--- src/rtl/cfu_mac_driver.sv ---
// Drives a CFU through one int8 MAC job: program input offset, then len operand pairs.
// Optional response timeout with sticky error flag: define CFU_DRV_TIMEOUT_EN.
module cfu_mac_driver #(
    parameter int LEN_W   = 16,
    parameter int TMO_CYC = 255
) (
    input  logic             clk,
    input  logic             reset,
    input  logic             start,
    input  logic [LEN_W-1:0] len,
    input  logic [15:0]      input_offset,
    input  logic             in_valid,
    output logic             in_ready,
    input  logic [31:0]      in_data_0,
    input  logic [31:0]      in_data_1,
    output logic             cmd_valid,
    input  logic             cmd_ready,
    output logic [9:0]       cmd_payload_function_id,
    output logic [31:0]      cmd_payload_inputs_0,
    output logic [31:0]      cmd_payload_inputs_1,
    input  logic             rsp_valid,
    output logic             rsp_ready,
    input  logic [31:0]      rsp_payload_outputs_0,
    output logic             busy,
    output logic             done,
    output logic [31:0]      result,
    output logic             error
);

    localparam logic [9:0] FUNC_MAC = 10'h000;
    localparam logic [9:0] FUNC_OFF = 10'h008;

    if (TMO_CYC < 1) begin : g_bad_tmo
        $error("TMO_CYC must be at least 1");
    end

    typedef enum logic [2:0] {
        IDLE, CMD_OFF, RSP_OFF, LOAD, CMD_MAC, RSP_MAC, DONE
    } state_e;

    state_e           state_q, state_d;
    logic [LEN_W-1:0] len_q, len_d;
    logic [LEN_W-1:0] cnt_q, cnt_d, cnt_inc;
    logic [9:0]       func_q, func_d;
    logic [31:0]      op0_q, op0_d;
    logic [31:0]      op1_q, op1_d;
    logic [31:0]      result_q, result_d;
    logic             tmo_hit;

    assign cnt_inc = cnt_q + LEN_W'(1);

    // NOTE: every signal gets a default before the case so no path leaves it unassigned (no latches).
    always_comb begin
        state_d  = state_q;
        len_d    = len_q;
        cnt_d    = cnt_q;
        func_d   = func_q;
        op0_d    = op0_q;
        op1_d    = op1_q;
        result_d = result_q;
        unique case (state_q)
            IDLE: if (start) begin
                len_d    = len;
                cnt_d    = '0;
                result_d = '0;
                func_d   = FUNC_OFF;
                op0_d    = {16'h0, input_offset};
                op1_d    = '0;
                state_d  = CMD_OFF;
            end
            CMD_OFF: if (cmd_ready) state_d = RSP_OFF;
            // The offset command's response carries no data worth keeping.
            RSP_OFF: if (rsp_valid) state_d = (len_q == '0) ? DONE : LOAD;
            LOAD: if (in_valid) begin
                func_d  = FUNC_MAC;
                op0_d   = in_data_0;
                op1_d   = in_data_1;
                state_d = CMD_MAC;
            end
            CMD_MAC: if (cmd_ready) state_d = RSP_MAC;
            RSP_MAC: if (rsp_valid) begin
                result_d = rsp_payload_outputs_0;
                cnt_d    = cnt_inc;
                state_d  = (cnt_inc == len_q) ? DONE : LOAD;
            end
            DONE:    state_d = IDLE;
            default: state_d = IDLE;
        endcase
        if (tmo_hit) state_d = IDLE;
    end

    // NOTE: state flops use non-blocking assignments so all of them update together at the edge.
    always_ff @(posedge clk) begin
        if (reset) begin
            state_q  <= IDLE;
            len_q    <= '0;
            cnt_q    <= '0;
            func_q   <= '0;
            op0_q    <= '0;
            op1_q    <= '0;
            result_q <= '0;
        end else begin
            state_q  <= state_d;
            len_q    <= len_d;
            cnt_q    <= cnt_d;
            func_q   <= func_d;
            op0_q    <= op0_d;
            op1_q    <= op1_d;
            result_q <= result_d;
        end
    end

`ifdef CFU_DRV_TIMEOUT_EN
    localparam int TMO_W = (TMO_CYC > 1) ? $clog2(TMO_CYC) : 1;

    logic [TMO_W-1:0] tmo_q, tmo_d;
    logic             error_q, error_d;
    logic             rsp_wait;

    assign rsp_wait = ((state_q == RSP_OFF) || (state_q == RSP_MAC)) && !rsp_valid;

    // The wait counter restarts whenever a response arrives or the FSM leaves a response state.
    always_comb begin
        tmo_d   = '0;
        tmo_hit = 1'b0;
        error_d = error_q;
        if ((state_q == IDLE) && start) error_d = 1'b0;
        if (rsp_wait) begin
            if (tmo_q == TMO_W'(TMO_CYC - 1)) begin
                tmo_hit = 1'b1;
                error_d = 1'b1;
            end else begin
                tmo_d = tmo_q + TMO_W'(1);
            end
        end
    end

    always_ff @(posedge clk) begin
        if (reset) begin
            tmo_q   <= '0;
            error_q <= 1'b0;
        end else begin
            tmo_q   <= tmo_d;
            error_q <= error_d;
        end
    end

    assign error = error_q;
`else
    assign tmo_hit = 1'b0;
    assign error   = 1'b0;
`endif

    // Handshake outputs are pure decodes of the state register, independent of cmd_ready.
    assign cmd_valid = (state_q == CMD_OFF) || (state_q == CMD_MAC);
    assign rsp_ready = (state_q == RSP_OFF) || (state_q == RSP_MAC);
    assign in_ready  = (state_q == LOAD);
    assign busy      = (state_q != IDLE);
    assign done      = (state_q == DONE);
    assign result    = result_q;

    assign cmd_payload_function_id = func_q;
    assign cmd_payload_inputs_0    = op0_q;
    assign cmd_payload_inputs_1    = op1_q;

endmodule

--- config.mk ---
export PLATFORM = sky130hd
export DESIGN_NAME = cfu_mac_driver
export DESIGN_NICKNAME = d
export VERILOG_FILES = /design/src/rtl/cfu_mac_driver.sv
export SDC_FILE = /design/constraint.sdc
export NUM_CORES = 1
export LEC_CHECK = 0
export CAP_MARGIN = 20
export CORE_AREA = 2 2 125 127
export DETAILED_ROUTE_END_ITERATION = 7
export DIE_AREA = 0 0 127 129
export PLACE_DENSITY = 0.75
export RECOVER_POWER = 100
export SYNTH_ARGS = -nofsm -noshare
export SYNTH_HDL_FRONTEND = slang
export SYNTH_SLANG_ARGS = --single-unit
export TNS_END_PERCENT = 50
--- constraint.sdc ---
create_clock -name clk -period 2.3 [get_ports clk]
set_clock_uncertainty 0.15 [all_clocks]
set_input_delay 0.23 -clock clk [delete_from_list [all_inputs] [get_ports clk]]
set_output_delay 0.23 -clock clk [all_outputs]
set_load 0.02 [all_outputs]
==> results of run 1 <==
-- per-layer routing --
layer	GRT usage	part of all wire	wire [µm]	up-vias
met2	0.350	0.48	8600	196
met3	0.0753	0.078	1400	24
li1	-	-	-	2887
met1	0.259	0.43	7610	2709
met4	0.0692	0.015	274	0
met5	0	0	0	-
-- logic make-up (layout without fill, tap and decap cells) --
group / count (synthesis) / in the layout / synth area share
compound gates: 168 / 168 / 0.194
fa+ha+maj: 1 / 1 / 0.00223
xor+xnor: 24 / 24 / 0.0375
mux: 2 / 2 / 0.00379
flops: 132 / 132 / 0.471
simple gates: 294 / 294 / 0.235
buf+inv: 71 / 314 / 0.0558
other cells: 1 / 10 / 0.000669
-- flip-flops by register name, indices dropped and copies added, names as in the netlist --
signal / count
cmd_payload_function_id: 1
cmd_payload_inputs_0: 32
cmd_payload_inputs_1: 32
cnt_q: 16
len_q: 16
result: 32
state_q: 3
-- what timing repair did --
action                     in CTS  in global routing
hold endpoints to repair        0                  0
pin swaps                       1                  1
setup endpoints to repair       4                  3
resized for setup               4                  7
hold buffers                    0                  0
-- final timing paths --
| check | endpoint | cells after the start |
|---|---|---|
| min | cnt_q[0] | 2 |
| max | state_q[2] | 7 |
| max reg2reg | state_q[2] | 7 |
| min reg2reg | result[16] | 2 |
-- cell type report --
type	count	area share
clock buffers	21	0.0525
clock inverters	11	0.0222
inverters	7	0.00293
multi-input cells	499	0.303
flip-flops and latches	132	0.295
well taps	188	0.0263
repair buffers	275	0.297
-- layout by cell type, fill, tap and decap left out, types with 3 or more instances in the layout --
cell type        count
o21ai_0             19
nor4_1              10
nand2_1            115
dlygate4sd3_1       98
buf_4               32
a22oi_1             49
nor2b_1              3
inv_1                6
conb_1              10
bufinv_16            5
clkinv_4             3
nand3_1             37
and3_1               3
dfxtp_1            128
nand3b_1             5
nor2_1              86
nand4_1              4
clkbuf_8             3
nand2b_1             4
clkbuf_16           17
clkbuf_2             4
nand3_2              3
clkinvlp_4           3
clkdlybuf4s50_1    134
a311oi_1            18
a21oi_1             69
dfxtp_2              4
nor3_1               6
xnor2_1             18
xor2_1               6
or3_1                3
-- worst max-delay path, delay by kind of cell (launching register included) --
family	cells	cell delay, ps
flip-flops	1	380
AO/OA/AOI/OAI	3	340
AND/OR/NAND/NOR	3	1080
adder cells (fa/ha/maj)	1	200
-- power groups by stage --
stage	clock, µW	combinational, µW	sequential (µW)
3_5_place_dp	0	2210	2710
5_1_grt	3190	2360	2680
3_3_place_gp	0	2200	2710
4_1_cts	3080	2210	2670
6_report	3020	2160	2660
2_1_floorplan	0	1100	2850
-- stage by stage --
| stage | utilization | TNS [ps] | std cells |
|---|---|---|---|
| 6_report | 0.598 | 0 | 1133 |
| 5_1_grt | 0.598 | -10.4 | 1133 |
| 4_1_cts | 0.597 | 0 | 1132 |
| 3_5_place_dp | 0.553 | 0 | 1100 |
| 3_3_place_gp | 0.553 | 0 | 1100 |
| 2_1_floorplan | - | 0 | 702 |
==> metrics.csv, run 1 <==
stage,metric,value,unit
critical_path,crit-path cells,ha_2 > nand3_2 > or3_1 > a21oi_2 > a31oi_4 > or4_4 > o21ai_2,
outcome,outcome,"complete, no violations",
cts,Worst-path clk slew,60,ps
place,RePlAce Congestion,0.854,
sta,final setup vio count,0,
critical_path,worst r2r src,cnt_q[0],
critical_path,slowest cell on the critical path,or4_4,
place,Final HPWL DP,12800,µm
cells_and_area,multi-input logic area,2720,µm²
routing,DRT iter0 DRCs,260,
sta,Final Hold Vio Count,0,
synthesis,Post-synth ARST share,0,
routing,Pre-Repair DR Iteration Count,5,
cells_and_area,fraction of layout cells with a size suffix above 1,0.0974,
cts,"Clk Latency, worst-skew pair",410,ps
global_routing,global-route wire length before repair,27700,µm
power,internal power,5460,µW
routing,via count,5816,
power,sw frac,0.304,
synthesis,Post-synth EDFFs,0,
cts,root buf cell,clkbuf_16,
routing,Residual DRC,0,
die,I/O Pins,246,
sta,Max-slew headroom,0.536,
synthesis,most common cell in the netlist,dfxtp_1,
die,Die Ht,129,µm
cells_and_area,final net count,1067,
min_path,hold path start,reset,
power,PwrDens,875,nW/µm²
power,Comb pwr share,0.276,
power,clock power share,0.385,
cts,CTS tree,done,
critical_path,reg2reg setup slack,90,ps
min_path,Hold Crit Class,in -> reg,
place,dpl ws,19.4,ps
place,I/O Buffers,235,
flow_run,Max Cap Viol,0,
critical_path,Worst Setup SP,cnt_q[0],
power,sequential power share,0.339,
place,DP Area,8280,µm²
sta,"Slew Viols, Final",0,
power,switching pwr,2390,µW
routing,remaining antenna violation count,0,
cts,Clock Path Buffers,2,
sta,RSZ-0062 raised after global routing,true,
die,core box area,15000,µm²
critical_path,CP Capture Type,flip-flop,
global_routing,largest net degree at the start of global routing,49,
critical_path,Critical Path AT,2410,ps
synthesis,Post-Syn Instances,693,
synthesis,synth unique cells,51,
synthesis,Ys Warns,0,
cells_and_area,layout overhead on the synthesized area,59.7,%
critical_path,CP max FO,5,
die,Site Rows,45,
synthesis,Synth Flop Type,dfxtp_1,
global_routing,GRT Overall Usage,0.212,
sta,Period minus WS final,2210,ps
critical_path,startpoint types,flip-flop,
cells_and_area,Fill cells,1340,
power,Leak,0.00353,µW
global_routing,vias in the first global route,5480,
cts,Num CTS Buffers,17,
die,die area,16400,µm²
synthesis,commonest cells in the synthesized netlist,"dfxtp_1 (132), nand2_1 (115), nor2_1 (88)",
cts,CTS H-tree lvls,4,
sta,fin crit share,0.962,
cells_and_area,n_diodes,0,
power,maximum vdd drop,0.477,mV
critical_path,CP required,2490,ps
routing,WL final,17900,µm
cells_and_area,final instance area,8960,µm²
synthesis,Synth Cell Area,5610,µm²
synthesis,Synth area leader,dfxtp_1,
synthesis,Synth Register Bits,132,
die,Initial Util,0.375,
sta,Least-Margin Pin Slew,696,ps
synthesis,share of the synthesized area in the top cell type,0.471,
critical_path,crit path kind,reg -> reg,
synthesis,synth top area cells,"dfxtp_1 (47%), nand2_1 (7.7%), a22oi_1 (6.6%), a21oi_1 (6.2%), nor2_1 (5.9%)",
synthesis,Syn Area/Cell,8.09,µm²
cts,total setup buffers inserted after CTS,0,
global_routing,antenna violations before repair,0,
power,Pwr Total,7840,µW
sta,Worst Hold Margin,99.3,ps
routing,post-detailed-route via-to-cell ratio,5.13,
sta,final worst setup slack,86.5,ps
die,Die Span X,127,µm
cells_and_area,flip-flop and latch area,2650,µm²
critical_path,CP peak stage delay,520,ps
global_routing,total grt overflow,0,
sta,Fmax,452,MHz
cts,Sink Count,132,
routing,drt wl/cell,15.8,µm
synthesis,sequential area share after synthesis,0.471,
No activity file was read; power rests on OpenSTA's default activity.
==> inputs of run 2 (changes only) <==
Settings changed: CELL_PAD_IN_SITES_DETAIL_PLACEMENT set to 0, CELL_PAD_IN_SITES_GLOBAL_PLACEMENT set to 1, CORE_AREA 2 2 125 127 to 2 2 148 150, DIE_AREA 0 0 127 129 to 0 0 150 152, PLACE_DENSITY 0.75 to unset, PLACE_DENSITY_LB_ADDON set to 0.1.
==> run 2 against run 1 <==
Net effect: setup slack better by 28 ps; power down 1.6%; final cell count increased by 7.9%; register-to-register slack improved by 30 ps; global-route usage shrank 4.2 points; first-iteration DRC count grew 7.3%; sequential power barely moved; via count fell by 1.1%; critical endpoint unchanged; largest cell class unchanged; largest power group unchanged; highest routed layer is now met5.
==> metrics.csv, run 2 (synthesis gave the netlist of run 1 again) <==
stage,metric,value,unit,change
critical_path,CP max FO,7,,+2
cells_and_area,fraction of layout cells with a size suffix above 1,0.0977,,+0.000310
cells_and_area,flip-flop and latch area,2650,µm²,+0.19%
cts,CTS H-tree lvls,4,,unchanged
critical_path,slowest cell on the critical path,or4_4,,
power,Leak,0.00351,µW,-0.78%
routing,WL final,19300,µm,+8.1%
sta,RSZ-0062 raised after global routing,false,,
sta,Worst Hold Margin,208,ps,+108 ps
global_routing,global-route wire length before repair,30500,µm,+10%
sta,Period minus WS final,2190,ps,-28.1 ps
cells_and_area,final net count,1064,,-0.28%
critical_path,crit-path cells,ha_2 > nand3_4 > or3_4 > a21oi_2 > a31oi_4 > or4_4 > o21ai_1,,
sta,Fmax,458,MHz,+1.3%
critical_path,CP Capture Type,flip-flop,,
critical_path,worst r2r src,cnt_q[1],,
die,Site Rows,54,,+20%
global_routing,vias in the first global route,5710,,+4.2%
critical_path,R2R cell count,7,,unchanged
critical_path,reg2reg setup slack,110,ps,+30 ps
outcome,outcome,"complete, no violations",,
cts,Worst-path clk slew,60,ps,about the same
cts,"Clk Latency, worst-skew pair",420,ps,about the same
sta,Max-slew headroom,0.417,,-0.119
place,I/O Buffers,235,,unchanged
critical_path,Worst Path Buf+Inv,0,,unchanged
critical_path,worst reg2reg endpoint,state_q[2],,
die,Die Ht,152,µm,+18%
critical_path,CP required,2500,ps,about the same
critical_path,startpoint types,flip-flop,,
routing,Residual DRC,0,,unchanged
place,RePlAce Congestion,0.819,,-4.1%
global_routing,largest net degree at the start of global routing,78,,+59%
cells_and_area,n_diodes,0,,unchanged
cts,Sink Count,132,,unchanged
critical_path,"CP delay by family, top",simple AND/OR/NAND/NOR gates,,
min_path,Hold Crit Class,in -> reg,,
critical_path,Worst Setup SP,cnt_q[1],,
sta,Final Hold Vio Count,0,,unchanged
routing,via count,5750,,-1.1%
critical_path,CP peak stage delay,520,ps,about the same
cts,total setup buffers inserted after CTS,0,,unchanged
die,I/O Pins,246,,unchanged
global_routing,antenna violations before repair,1,,+1
routing,drt wl/cell,15.8,µm,+0.21%
cells_and_area,Fill cells,2208,,+65%
sta,final setup vio count,0,,unchanged
power,Pwr Total,7720,µW,-1.6%
cts,CTS tree,done,,
die,Initial Util,0.263,,-0.112
sta,fin crit share,0.950,,-0.0122
cells_and_area,final core occ,0.423,,-0.175
cts,root buf cell,clkbuf_16,,
cts,CTS Hold Buffers Added,0,,unchanged
place,dpl ws,-27.7,ps,-47.1 ps
routing,post-detailed-route via-to-cell ratio,4.71,,-8.3%
global_routing,total grt overflow,0,,unchanged
sta,"Slew Viols, Final",0,,unchanged
power,maximum vdd drop,0.478,mV,+0.23%
place,Final HPWL DP,13800,µm,+7.8%
cells_and_area,"commonest cells after routing, fill and taps aside","clkdlybuf4s50_1 (135), dfxtp_1 (124), nand2_1 (114)",,
flow_run,Max Cap Viol,0,,unchanged
routing,DRT iter0 DRCs,279,,+7.3%
critical_path,Critical Path AT,2390,ps,-20 ps
die,core box area,21400,µm²,+43%
cells_and_area,"most common cell after layout, fill and taps aside",clkdlybuf4s50_1,,
sta,final worst setup slack,115,ps,+28.1 ps
cells_and_area,multi-input logic area,2740,µm²,+0.87%
global_routing,GRT Overall Usage,0.170,,-0.0422
power,PwrDens,854,nW/µm²,-2.4%
critical_path,critical path depth in cells,7,,unchanged
critical_path,crit path kind,reg -> reg,,
die,Die Span X,150,µm,+18%
cells_and_area,layout overhead on the synthesized area,61.1,%,
die,die area,22800,µm²,+39%
routing,remaining antenna violation count,0,,unchanged
critical_path,CP Capture Point,state_q[2],,
cts,Num CTS Buffers,17,,unchanged
routing,Pre-Repair DR Iteration Count,5,,unchanged
cts,Clock Path Buffers,2,,unchanged
sta,Least-Margin Pin Slew,874,ps,+179 ps
[run 2: cell count changes in the layout (fill, tap and decap cells not counted), moves of 3 or more]
| cell | delta |
|---|---|
| dfxtp_1 | -4 |
| inv_6 | +6 |
| clkbuf_2 | -3 |
| buf_4 | -4 |
| clkbuf_8 | -3 |
| dfxtp_2 | +4 |
[run 2: final cells by class]
type / count / share of cell area
Multi-Input combinational cell: 499 / 0.303
Sequential cell: 132 / 0.293
Timing Repair Buffer: 272 / 0.293
Clock buffer: 18 / 0.0475
Tap cell: 280 / 0.0388
Clock inverter: 14 / 0.0209
Inverter: 7 / 0.00291
[run 2: how the worst min path moves through the flow]
stage,startpoint,to,cells past startpoint
6_report,rsp_payload_outputs_0[16],result[16],3
5_1_grt,rsp_payload_outputs_0[7],result[7],3
4_1_cts,rsp_payload_outputs_0[12],result[12],3
3_5_place_dp,result[15],result[15],2
3_3_place_gp,result[10],result[10],2
2_1_floorplan,len[12],len_q[12],2
[run 2: metrics by stage]
step / setup TNS (ps) / std cells / area (µm²)
final: 0 / 1222 / 9040
after CTS: 0 / 1221 / 9010
after floorplan: 0 / 702 / 5650
after global routing: 0 / 1222 / 9040
after detailed placement: -56.3 / 1189 / 8380
after global placement: -19.5 / 1189 / 8380
[run 2: timing repair]
item | 4_1_cts | 5_1_grt
cloned | 0 | 0
pin swaps | 0 | 0
gates resized for setup | 8 | 8
endpoints found under the setup margin | 9 | 2
[run 2: routing by layer]
| metal | part of all wire | up-vias | wire [µm] | GRT usage |
|---|---|---|---|---|
| li1 | - | 2878 | - | - |
| met1 | 0.42 | 2686 | 8050 | 0.203 |
| met4 | 0.015 | 2 | 296 | 0.0521 |
| met5 | 0.00067 | - | 13 | 0 |
| met3 | 0.085 | 21 | 1630 | 0.0727 |
| met2 | 0.48 | 163 | 9340 | 0.274 |
[run 2: report_power, final]
group | total (µW) | switching (µW) | internal, µW
Combinational | 2170 | 1230 | 944
Clock | 2860 | 1110 | 1740
Sequential | 2690 | 182 | 2510
[run 2: tightest hold or removal path, cell delays in order]
cell,delay [ps]
clkdlybuf4s50_1,390
nand2_1,50
a21oi_1,50
